**src/rtl/jtkiwi_pkg.sv**
```systemverilog
// Shared constants for the Kiwi graphics-ROM arbiter: FSM state encoding and owner ids.
package jtkiwi_pkg;

   typedef enum logic [1:0] {
      ARB_IDLE  = 2'd0,
      ARB_ISSUE = 2'd1,
      ARB_WAIT  = 2'd2,
      ARB_DONE  = 2'd3
   } arb_state_t;

   localparam logic OWN_TM  = 1'b0;
   localparam logic OWN_OBJ = 1'b1;

   localparam int unsigned SETTLE_W = 3;

endpackage

```
**src/rtl/jtkiwi_arb_pick.sv**
```systemverilog
// Tie-break between tile map and sprite requests.
// JTKIWI_ARB_TMPRIO_EN selects strict tile-map priority; otherwise round-robin on rr_last.
module jtkiwi_arb_pick
   import jtkiwi_pkg::*;
(
   input  logic clk,
   input  logic rst,
   input  logic tm_cs,
   input  logic obj_cs,
   input  logic done,
   input  logic done_own,
   output logic grant_obj_c
);

`ifdef JTKIWI_ARB_TMPRIO_EN
   logic unused_c;
   assign unused_c    = ^{clk, rst, done, done_own};
   assign grant_obj_c = obj_cs & ~tm_cs;
`else
   logic rr_last;

   // Reset to the sprite so the tile map takes the first tie
   always_ff @(posedge clk) begin
      if (rst)       rr_last <= OWN_OBJ;
      else if (done) rr_last <= done_own;
   end

   assign grant_obj_c = obj_cs & (~tm_cs | ~rr_last);
`endif

endmodule

```
**src/rtl/jtkiwi_gfx_arb.sv**
```systemverilog
// Shares the 32-bit graphics ROM slot between the tile map and sprite engines.
// Build option: JTKIWI_ARB_TMPRIO_EN (strict tile-map priority on ties).
module jtkiwi_gfx_arb
   import jtkiwi_pkg::*;
#(
   parameter int unsigned SETTLE = 2,
   parameter int unsigned AW     = 18
)(
   input  logic          clk,
   input  logic          rst,
   input  logic [AW-1:0] tm_addr,
   input  logic          tm_cs,
   output logic          tm_ok,
   output logic [31:0]   tm_data,
   input  logic [AW-1:0] obj_addr,
   input  logic          obj_cs,
   output logic          obj_ok,
   output logic [31:0]   obj_data,
   output logic [AW-1:0] rom_addr,
   output logic          rom_cs,
   input  logic          rom_ok,
   input  logic [31:0]   rom_data
);

   arb_state_t           st;
   logic                 own;
   logic [AW-1:0]        lat_addr;
   logic [SETTLE_W-1:0]  cnt;
   logic                 grant_obj_c;
   logic                 own_cs_c;
   logic                 own_hit_c;
   logic                 fetch_done_c;

   assign own_cs_c     = (own == OWN_OBJ) ? obj_cs : tm_cs;
   assign own_hit_c    = own_cs_c && (((own == OWN_OBJ) ? obj_addr : tm_addr) == lat_addr);
   assign fetch_done_c = (st == ARB_WAIT) && own_cs_c && (cnt == '0) && rom_ok;

   // Requester ok holds only while the owner still asks for the fetched address
   assign tm_ok  = (st == ARB_DONE) && (own == OWN_TM)  && own_hit_c;
   assign obj_ok = (st == ARB_DONE) && (own == OWN_OBJ) && own_hit_c;

   jtkiwi_arb_pick u_pick (
      .clk         (clk),
      .rst         (rst),
      .tm_cs       (tm_cs),
      .obj_cs      (obj_cs),
      .done        (fetch_done_c),
      .done_own    (own),
      .grant_obj_c (grant_obj_c)
   );

   always_ff @(posedge clk) begin
      if (rst) begin
         st       <= ARB_IDLE;
         own      <= OWN_TM;
         lat_addr <= '0;
         cnt      <= '0;
         rom_addr <= '0;
         rom_cs   <= 1'b0;
         tm_data  <= '0;
         obj_data <= '0;
      end else begin
         case (st)
            ARB_IDLE: begin
               if (tm_cs || obj_cs) begin
                  own      <= grant_obj_c;
                  lat_addr <= grant_obj_c ? obj_addr : tm_addr;
                  rom_addr <= grant_obj_c ? obj_addr : tm_addr;
                  rom_cs   <= 1'b1;
                  st       <= ARB_ISSUE;
               end
            end
            ARB_ISSUE: begin
               if (!own_cs_c) begin
                  rom_cs <= 1'b0;
                  st     <= ARB_IDLE;
               end else begin
                  cnt <= SETTLE_W'(SETTLE - 1);
                  st  <= ARB_WAIT;
               end
            end
            ARB_WAIT: begin
               // Withdrawal wins over a coincident rom_ok: nothing is captured
               if (!own_cs_c) begin
                  rom_cs <= 1'b0;
                  st     <= ARB_IDLE;
               end else if (cnt != '0) begin
                  cnt <= cnt - SETTLE_W'(1);
               end else if (rom_ok) begin
                  if (own == OWN_OBJ) obj_data <= rom_data;
                  else                tm_data  <= rom_data;
                  rom_cs <= 1'b0;
                  st     <= ARB_DONE;
               end
            end
            ARB_DONE: begin
               if (!own_hit_c) st <= ARB_IDLE;
            end
            default: st <= ARB_IDLE;
         endcase
      end
   end

endmodule

```
**config.mk**
```make
export PLATFORM = sky130hd
export DESIGN_NAME = jtkiwi_gfx_arb
export DESIGN_NICKNAME = d
export VERILOG_FILES = /design/src/rtl/jtkiwi_pkg.sv /design/src/rtl/jtkiwi_arb_pick.sv /design/src/rtl/jtkiwi_gfx_arb.sv
export SDC_FILE = /design/constraint.sdc
export NUM_CORES = 1
export LEC_CHECK = 0
export BUFFER_PORTS_ARGS = -buffer_cell sky130_fd_sc_hd__buf_4
export CAP_MARGIN = 20
export CELL_PAD_IN_SITES_DETAIL_PLACEMENT = 0
export CELL_PAD_IN_SITES_GLOBAL_PLACEMENT = 1
export CORE_ASPECT_RATIO = 0.9
export CORE_MARGIN = 2
export CORE_UTILIZATION = 34
export CTS_BUF_LIST = sky130_fd_sc_hd__clkbuf_4 sky130_fd_sc_hd__clkbuf_8 sky130_fd_sc_hd__clkbuf_16
export DETAILED_ROUTE_END_ITERATION = 7
export PLACE_DENSITY_LB_ADDON = 0.1
export SLEW_MARGIN = 25
export SYNTH_ARGS = -nofsm -noshare
export SYNTH_HDL_FRONTEND = slang
export SYNTH_SLANG_ARGS = --single-unit
```
**constraint.sdc**
```tcl
create_clock -name clk -period 2.45 [get_ports clk]
set_clock_uncertainty 0.05 [all_clocks]
set_input_delay 0.49 -clock clk [delete_from_list [all_inputs] [get_ports clk]]
set_output_delay 0.49 -clock clk [all_outputs]
set_load 0.005 [all_outputs]
```
-- After elaboration in Yosys (flattened, before gate mapping)
Index checks and enable logic that the tools add are counted.
W data, S select, Z words.
- $add $sub $neg: 1
- multiply operators: 0
- div/mod/pow operators: 0
- order comparisons: 0
- eq/ne operators: 12
- shift-type cells: 0
- multiplexer cells: 20
- bitwise gates (word level): 6
- reduce and logical (&&, ||, !) cells: 20
- operators by type and width (kind ; count):
    $mux W18 ; 2
    $eq A18 B18 Y1 ; 1
    $reduce_and A5 Y1 ; 3
    $mux W2 ; 6
    $ne A2 B2 Y1 const B ; 5
    $mux W3 ; 3
    $logic_and A1 B1 Y1 ; 8
    $pmux W2 S4 ; 1
    $reduce_and A4 Y1 ; 2
    $mux W1 ; 6
    $ne A3 B3 Y1 const B ; 2
    $pmux W3 S2 ; 1
    $reduce_bool A3 Y1 ; 2
    $eq A2 B2 Y1 const B ; 2
    $not A1 Y1 ; 4
    $logic_not A3 Y1 ; 1
    $pmux W1 S3 ; 1
    $sub A3 B1 Y3 const B ; 1
    $eq A2 B1 Y1 const B ; 1
    $logic_not A2 Y1 ; 1
    $ne A2 B1 Y1 const B ; 1
    $reduce_and A2 Y1 ; 1
    $reduce_bool A2 Y1 ; 1
    $and A1 B1 Y1 ; 1
    other kinds (2) ; 2
- bits in registers: 90
- bits in latches: 0
- memory bits (writable): 0
- bits in read-only memories: 0
- input bits: 73
- output and inout port bits: 85
- logic and storage cells: 67
- memories: 0

-- Depth between registers and ports, before layout
Gate-level depths: netlist of run 1.
- depth in word-level cells: 5
- mapped depth: 10
- depth with buffers taken out: 8

-- Hierarchy
A second synthesis of run 1 with hierarchy kept.
- cell total of the unflattened synthesis: 472
- area, all modules: 3892.5 µm²
- by module, submodules not included (module ; times used ; cells each ; area each (µm²) ; seq. area each (µm²)):
    jtkiwi_gfx_arb ; 1 ; 468 ; 3849.9 ; 1781.7
    jtkiwi_arb_pick ; 1 ; 4 ; 42.5 ; 20.0

-- Worst setup path after synthesis of run 1
Ideal clock, no wire load.
- path type: register to output
- start point: reg own
- end point: out obj_ok
- arrival: 1493 ps
- data required time: 1910 ps
- slack: 417 ps
- stages on the path, launching flop included: 8
- path buffers: 2
- cell sequence: dfxtp_1 > buf_6 > buf_12 > mux2i_1 > xnor2_1 > nor4_2 > nand3_2 > nor3_1
- word-level cells in the longest chain between the ends: 4
- elaborated cells on any way between the ends: 6
- those cells by class: 1 x eq/ne; 2 x mux; 3 x reduce/logical
- RTL lines (item ; RTL line ; text):
    from (decl) ; jtkiwi_gfx_arb.sv:26 ; logic own;
    from (signal assigned) ; jtkiwi_gfx_arb.sv:66 ; own <= grant_obj_c;
    $mux W18 ; jtkiwi_gfx_arb.sv:35 ; assign own_hit_c = own_cs_c && (((own == OWN_OBJ) ? obj_addr : tm_addr) == lat_addr);
    $eq A18 B18 Y1 ; jtkiwi_gfx_arb.sv:35 ;
    $logic_and A1 B1 Y1 ; jtkiwi_gfx_arb.sv:35 ;
    $logic_and A1 B1 Y1 * ; jtkiwi_gfx_arb.sv:40 ; assign obj_ok = (st == ARB_DONE) && (own == OWN_OBJ) && own_hit_c;
    to (decl) ; jtkiwi_gfx_arb.sv:17 ; output logic obj_ok,
Every way passes the cells marked *; elsewhere a longest branch is shown, timed or not.

-- Final worst setup path of run 1
- start point: reg own
- end point: out tm_ok
- word-level cells in the longest chain between the ends: 4
- elaborated cells on any way between the ends: 7
- those cells by class: 1 x eq/ne; 2 x mux; 1 x bitwise; 3 x reduce/logical
- RTL lines (item ; RTL line ; text):
    $mux W18 ; jtkiwi_gfx_arb.sv:35 ;
    $eq A18 B18 Y1 ; jtkiwi_gfx_arb.sv:35 ;
    $logic_and A1 B1 Y1 ; jtkiwi_gfx_arb.sv:35 ;
    $logic_and A1 B1 Y1 * ; jtkiwi_gfx_arb.sv:39 ; assign tm_ok = (st == ARB_DONE) && (own == OWN_TM) && own_hit_c;
    to (decl) ; jtkiwi_gfx_arb.sv:13 ; output logic tm_ok,
Marked as above.

==> results.ini, run 1 <==
[route]
routed_via_density=4.72
vias=3697
maxUsedRoutingLayer=met4
drc_errors=0
wl_met1_um=5140
routed-wl-met3_um=746
postRouteAntennaNets=0
dr_wl_met2_um=5320
wl_per_cell_um=14.5
drt_iter0_markers=166
drt-total-wl_um=11400
first_pass_iters=4

[cells_and_area]
antenna-diode-count=0
layout-drive-gt1-share=0.323
layout.nets=702
finalNonFillerCells=784
fillers=1117
syn2layout_area_growth_pct=44.8

[yosys]
synth.distinct_cells=33
seq_area_frac_synth=0.458
synthTopCellsByArea=dfxtp_1, nand2_1, mux2i_1
synth-seq-cells=90
syn_inst=471
yosysTopAreaCell=dfxtp_1
synth.avg_cell_area_um2=8.36
synth_warnings=0
yosys.area.top_type_share=0.458
synth.cell_area_um2=3940
syn_nets=550

[clock_tree]
cts_made_buffers=9
ctsHoldBuffers=0
clkSinkCount=90
cts.root.buffer_cell=clkbuf_16
htreeDepth=3
cts_tree=built
cts_max_path_buffers=2
clkTransAtPathRegs_ps=60
clk_latency_ps=330

[setup_path]
crit_top_cell=buf_4
worst_r2r_path_depth=8
worst-path-buf-inv=3
crit_path_cell_trace=buf_12 -> buf_4 -> mux2i_1 -> xnor2_1 -> nor3_1 -> nand3_2 -> nor3_2 -> buf_4
required_ps=1910
slowest_delay_ps=370
worst-endpoint-arrival_ps=1980
cp-start-kind=flip-flop
worstSetupPathDepth=8
cp_max_fo=13
rrSetupSlack_ps=250
crit_type=flip-flop to output pin
crit_slowest_cell=dfxtp_4
crit_family=simple AND/OR/NAND/NOR gates
critPathCaptureType=output pin

[timing]
setup_viol=2
relSlewSlack=0.716
hold_violations=0
fin_ws_ps=-68.2
rsz0062_at_grt=yes
period_needed_ps=2520
final_max_slew_viol_count=0
worstMarginPinSlew_ps=425
hold_ws_ps=358
layout_worst_path_cycle_share=1.03
clock.fmax_mhz=397

[power_and_ir_drop]
p_per_area_nw_per_um2=649
seq_power_share=0.430
ir_drop_v=0.000369
clkPwrFrac=0.403
switchingPower_mw=0.917
swShare=0.248
p_total_mw=3.70
combPwrFrac=0.167
p_int_mw=2.78
total_leakage_power_nw=2.30

[status]
outcome=complete, but fails checks
violations=negative setup slack

[global_routing]
antenna_found_initial=0
grt_pass1_vias=3637
grt_pass1_wl_um=18400
grtUsageTotal=0.184
grt_max_degree=58
grt_overflow=0

[floorplanning]
start_util=0.347
core_um2=11300
ios=158
die_w_um=117
fp.dieH_um=106
die_area_um2=12500
std_cell_rows=37

[place]
dp_hpwl_um=7860
port_buffers=157
dp.cells=762
pre_cts_ws_ps=124
finalWeightedCongestion=0.822

[job]
maxCapViolations=0

[hold_path]
hold_depth=3
hp-class=input port to flip-flop

cell type report:
| cell class | instances | area (um^2) | area share |
|---|---|---|---|
| Clock buffer | 11 | 246 | 0.0432 |
| Clock inverter | 5 | 77.6 | 0.0136 |
| Inverter | 7 | 26.3 | 0.00461 |
| Multi-Input combinational cell | 342 | 1980 | 0.347 |
| Sequential cell | 90 | 1810 | 0.317 |
| Tap cell | 156 | 195 | 0.0342 |
| Timing Repair Buffer | 173 | 1370 | 0.241 |
Yosys cell counts:
cell type    n
nand2_1    138
dfxtp_1     90
a21oi_1     67
mux2i_1     36
clkbuf_1    27
nor2_1      25
a211oi_1    20
xnor2_1     18
inv_1        7
ha_1         6
nor3_1       4
nor4_2       4
nand3_1      3
and2_1       2
buf_2        2
buf_6        2
nor2b_1      2
o211a_1      2
o21bai_1     2
a2111oi_2    1
a211oi_2     1
a21boi_0     1
a22o_1       1
a22oi_1      1
a31oi_1      1
and3_1       1
buf_12       1
mux2_4       1
nand3_2      1
o211ai_1     1
o21ai_0      1
o32a_1       1
xor2_1       1
power by group through the flow:
stage	Clock, mW	Sequential, mW	Combinational (mW)
after floorplan	0	1.61	0.333
after global placement	0	1.62	0.602
after detailed placement	0	1.62	0.609
after CTS	1.54	1.59	0.618
after global routing	1.61	1.60	0.682
final	1.49	1.59	0.618
worst min-delay path, stage by stage:
cell     delay (ps)
buf_4           110
nand2_1          50
a21oi_1          50
metrics by stage:
step | util | instance area [um^2] | TNS [ps]
finish | 0.503 | 5700 | -136
global route | 0.503 | 5700 | -381
CTS | 0.500 | 5670 | -187
detailed placement | 0.469 | 5310 | 0
global placement | 0.469 | 5310 | 0
floorplan | - | 3940 | 0
placed cells by master (no fill, tap or decap), types with 2 or more instances in the layout:
cell type,count
nand3_1,3
o211a_1,2
nor2b_1,2
ha_1,6
bufinv_16,2
nor2_1,24
and2_1,2
buf_4,167
buf_12,6
mux2i_1,35
nand2_1,138
nor3_2,2
o21bai_1,2
clkinv_2,2
inv_1,7
nor4_2,4
clkbuf_16,9
nor3_1,2
a21oi_1,67
dfxtp_1,89
xnor2_1,18
a211oi_1,20
worst paths after layout:
path,end,start
setup reg to reg,st[1],own
hold reg to reg,obj_data[8],obj_data[8]
hold / removal,obj_data[25],rom_data[25]
setup / recovery,tm_ok,own
metal layers:
metal | GRT usage | vias to the layer above
met5 | 0 | -
met4 | 0.0534 | 0
met3 | 0.0563 | 14
met2 | 0.298 | 101
met1 | 0.237 | 1693
li1 | - | 1889
logic make-up (layout without fill, tap and decap cells):
logic type	count (synthesis)	after routing	synth area share
xor gates and xnor gates	19	19	0.0423
buffers and inverters	39	196	0.0458
and+or+nand+nor	180	180	0.187
adders and majority gates	6	6	0.0191
DFF	90	90	0.458
AOI/OAI and AO/OA	100	100	0.153
muxes	37	37	0.0953
sequential cells by signal (all words and copies together), names as in the netlist:
register        cells
cnt                 3
lat_addr           18
obj_data           32
own                 1
rom_cs              1
st                  2
tm_data            32
u_pick.rr_last      1
what timing repair did:
action / CTS / global route
buffers inserted: 4 / 2
pin swaps: 3 / 0
setup endpoints to repair: 2 / 2
resized for setup: 1 / 4
Note: power is estimated with default switching activity, not from simulation.
==> run 2: changes to the inputs <==
--- a/config.mk
+++ b/config.mk
@@ -13,8 +13,9 @@
 export CORE_MARGIN = 2
 export CORE_UTILIZATION = 34
 export CTS_BUF_LIST = sky130_fd_sc_hd__clkbuf_4 sky130_fd_sc_hd__clkbuf_8 sky130_fd_sc_hd__clkbuf_16
+export CTS_CLUSTER_SIZE = 40
 export DETAILED_ROUTE_END_ITERATION = 7
-export PLACE_DENSITY_LB_ADDON = 0.1
+export PLACE_DENSITY_LB_ADDON = 0.12
 export SLEW_MARGIN = 25
 export SYNTH_ARGS = -nofsm -noshare
 export SYNTH_HDL_FRONTEND = slang
==> run 2 against run 1 <==
  * The flow still finishes with violations (negative setup slack)
  * Sequential power about the same
  * Clock-buffer cell count decreased by 1
  * Critical path depth decreased by 1
  * Die area unchanged
  * Largest power group unchanged
==> results.ini, run 2 (synthesized netlist as in run 1, its figures left out) <==
[power_and_ir_drop]
swShare=0.265
ir_drop_v=0.000398
p_total_mw=3.47
p_int_mw=2.55
clkPwrFrac=0.359
total_leakage_power_nw=2.30
seq_power_share=0.457
switchingPower_mw=0.920
combPwrFrac=0.183
p_per_area_nw_per_um2=609

[timing]
hold_violations=0
rsz0062_at_grt=yes
relSlewSlack=0.725
hold_ws_ps=351
worstMarginPinSlew_ps=412
period_needed_ps=2610
final_max_slew_viol_count=0
layout_worst_path_cycle_share=1.07
setup_viol=2
clock.fmax_mhz=383
tns_ps=-311
fin_ws_ps=-163

[setup_path]
cp-start-kind=flip-flop
crit_path_cell_trace=buf_12 -> mux2i_2 -> xnor2_1 -> nor4_2 -> nand3_2 -> nor3_2 -> buf_4
crit_slowest_cell=dfxtp_4
required_ps=1910
crit_type=flip-flop to output pin
slowest_delay_ps=400
worst-endpoint-arrival_ps=2070
critPathCaptureType=output pin
cp_max_fo=7

[floorplanning]
core_um2=11300
fp.dieH_um=106
start_util=0.347
ios=158
std_cell_rows=37
die_w_um=117
die_area_um2=12500

[route]
first_pass_iters=4
drt_iter0_markers=185
vias=3694
postRouteAntennaNets=0
drt-total-wl_um=11500
drc_errors=0
routed_via_density=4.71
wl_per_cell_um=14.7

[cells_and_area]
utilization=0.503
final_common_cell=buf_4
layout-drive-gt1-share=0.334
layout.nets=703
syn2layout_area_growth_pct=44.8
final_cell_mix=buf_4, nand2_1, dfxtp_1
fillers=1104
antenna-diode-count=0
largestRegisters=obj_data x32, tm_data x32, lat_addr x18
multi_input_area_um2=2000
ff_latch_area_um2=1810

[clock_tree]
clkSinkCount=90
htreeDepth=3
cts_made_buffers=9
cts.root.buffer_cell=clkbuf_16
cts_tree=built
cts_max_path_buffers=2
clkTransAtPathRegs_ps=60
ctsHoldBuffers=0
clk_latency_ps=340

[hold_path]
hp-class=input port to flip-flop

[global_routing]
grt_overflow=0
grt_max_degree=65
antenna_found_initial=0
grt_pass1_vias=3675
grtUsageTotal=0.188
grt_pass1_wl_um=18700

[status]
outcome=complete, but fails checks
violations=negative setup slack

[place]
pre_cts_ws_ps=-3.68
dp_hpwl_um=7850
port_buffers=157
finalWeightedCongestion=0.758

[job]
maxCapViolations=0

run 2: worst max-delay path, delay by kind of cell (launching register included):
family / cells / cell delay [ps]
and+or+nand+nor: 3 / 720
DFF: 1 / 400
buffers and inverters: 2 / 280
muxes: 1 / 220
xor gates and xnor gates: 1 / 100
run 2: metrics by stage:
stage | std cells | instance area, um^2
floorplan | 471 | 3940
detailed placement | 762 | 5300
finish | 784 | 5700
global placement | 762 | 5300
global route | 784 | 5700
CTS | 783 | 5670
run 2: final cells by class:
type                       instances  share of cell area
timing repair buffer             174               0.247
clock buffer                      10              0.0408
clock inverter                     5             0.00570
multi-input combinational        342               0.351
sequential                        90               0.317
inverter                           7             0.00461
tap                              156              0.0342
run 2: power by group through the flow:
stage	Combinational [mW]	Sequential [mW]	Clock (mW)
floorplan	0.333	1.61	0
detailed placement	0.604	1.62	0
global route	0.699	1.60	1.35
global placement	0.593	1.62	0
CTS	0.633	1.59	1.28
finish	0.636	1.59	1.25
run 2: timing repair:
action,CTS,global route
buffers inserted,4,1
gates resized for setup,8,6
pin swaps,4,4
setup endpoints to repair,2,2
cloned,2,0
run 2: layer usage:
layer | share of wire | vias to the layer above | track usage
met1 | 0.45 | 1676 | 0.232
met4 | 0.017 | 0 | 0.0637
met5 | 0 | - | 0
li1 | - | 1883 | -
met3 | 0.081 | 15 | 0.0655
met2 | 0.45 | 120 | 0.306
run 2: path summary, 6_finish.rpt:
check,startpoint,end,slack [ps],cells after the start
max,own,tm_ok,-160,7
min,rom_data[29],obj_data[29],350,3
max reg2reg,own,st[0],90,10
min reg2reg,tm_data[18],tm_data[18],400,2
==> run 3: changes to the inputs <==
--- a/config.mk
+++ b/config.mk
@@ -12,7 +12,6 @@
 export CORE_ASPECT_RATIO = 0.9
 export CORE_MARGIN = 2
 export CORE_UTILIZATION = 34
-export CTS_BUF_LIST = sky130_fd_sc_hd__clkbuf_4 sky130_fd_sc_hd__clkbuf_8 sky130_fd_sc_hd__clkbuf_16
 export CTS_CLUSTER_SIZE = 40
 export DETAILED_ROUTE_END_ITERATION = 7
 export PLACE_DENSITY_LB_ADDON = 0.12
==> run 3 against run 2 <==
  * The run still ends with negative setup slack left
  * Setup slack better by 0.93 ps
  * Sequential share of layout area about the same
  * Largest cell class unchanged
  * Largest power group unchanged
  * Via count about the same
  * Highest routed layer unchanged
==> results.ini, run 3 (synthesized netlist as in run 1, its figures left out) <==
[power_and_ir_drop]
ir_drop_v=0.000399
p_per_area_nw_per_um2=607
total_leakage_power_nw=2.29

[route]
drt-total-wl_um=11500
first_pass_iters=5
postRouteAntennaNets=0
routed_via_density=4.72
drc_errors=0
wl_per_cell_um=14.7
drt_iter0_markers=188
vias=3697

[place]
finalWeightedCongestion=0.758
port_buffers=157
pre_cts_ws_ps=-3.68
dp_hpwl_um=7850
place_area_um2=5300

[setup_path]
required_ps=1910
crit_slowest_cell=dfxtp_4
crit_type=flip-flop to output pin
crit_family=simple AND/OR/NAND/NOR gates
rrSetupSlack_ps=90
slowest_delay_ps=400
crit_path_cell_trace=buf_12 -> mux2i_2 -> xnor2_1 -> nor4_2 -> nand3_2 -> nor3_2 -> buf_4
cp_max_fo=7
worst-endpoint-arrival_ps=2070
worst-path-buf-inv=2
critPathCaptureType=output pin
cp-start-kind=flip-flop

[global_routing]
grt_max_degree=65
grtUsageTotal=0.187
grt_overflow=0
antenna_found_initial=0
grt_pass1_wl_um=18700
grt_pass1_vias=3673

[timing]
final_max_slew_viol_count=0
layout_worst_path_cycle_share=1.07
setup_viol=2
worstMarginPinSlew_ps=412
relSlewSlack=0.725
rsz0062_at_grt=yes
fin_ws_ps=-162
clock.fmax_mhz=383
hold_violations=0
period_needed_ps=2610
tns_ps=-309

[hold_path]
hp-class=input port to flip-flop

[cells_and_area]
final_cell_mix=buf_4, nand2_1, dfxtp_1
layout.nets=703
fillers=1105
antenna-diode-count=0
layout-drive-gt1-share=0.333
syn2layout_area_growth_pct=44.7
final_area_um2=5700
largestRegisters=obj_data x32, tm_data x32, lat_addr x18
final_common_cell=buf_4
ff_latch_area_um2=1810
multi_input_area_um2=2000

[clock_tree]
ctsHoldBuffers=0
clkTransAtPathRegs_ps=60
clk_latency_ps=340
htreeDepth=3
cts.root.buffer_cell=clkbuf_16
cts_max_path_buffers=2
cts_tree=built
clkSinkCount=90
cts_made_buffers=9

[floorplanning]
core_um2=11300
fp.dieH_um=106
ios=158
start_util=0.347
die_area_um2=12500
die_w_um=117
std_cell_rows=37

[status]
violations=negative setup slack
outcome=complete, but fails checks

[job]
maxCapViolations=0

[run 3: cell count changes in the layout (fill, tap and decap cells not counted)]
cell and delta:
clkbuf_1 +1, clkbuf_4 -1
[run 3: stage by stage]
stage	hold WS [ps]	power, mW	util	cells
after global placement	392	2.21	0.467	762
final	350	3.46	0.502	784
after floorplan	387	1.95	-	471
after global routing	348	3.63	0.502	784
after detailed placement	397	2.22	0.467	762
after CTS	343	3.49	0.500	783
[run 3: path summary, 6_finish.rpt]
check	to	start	cells past startpoint
max reg2reg	st[0]	own	10
min reg2reg	tm_data[18]	tm_data[18]	2
max	tm_ok	own	7
min	obj_data[29]	rom_data[29]	3
[run 3: report_power, final]
group / internal (mW) / switching [mW] / total (mW)
Clock: 0.680 / 0.558 / 1.24
Combinational: 0.333 / 0.303 / 0.636
Sequential: 1.53 / 0.0593 / 1.59
[run 3: repair_timing]
item / 4_1_cts / 5_1_grt
cloned: 2 / 0
setup buffers: 4 / 1
resized for setup: 8 / 6
pin swaps: 4 / 4
endpoints found under the setup margin: 2 / 2
[run 3: layer usage]
layer / wire length, um / up-vias / track usage
met5: 0 / - / 0
met2: 5230 / 111 / 0.306
met1: 5250 / 1687 / 0.231
met4: 191 / 0 / 0.0637
li1: - / 1884 / -
met3: 870 / 15 / 0.0655
[run 3: final cells by class]
cell class	instances	area share
Tap cell	156	0.0342
Clock buffer	10	0.0402
Clock inverter	5	0.00571
Timing Repair Buffer	174	0.247
Multi-Input combinational cell	342	0.351
Sequential cell	90	0.317
Inverter	7	0.00461
[run 3: tightest hold or removal path, cell delays in order]
cell     delay, ps
buf_4          110
nand2_1         40
a21oi_1         50
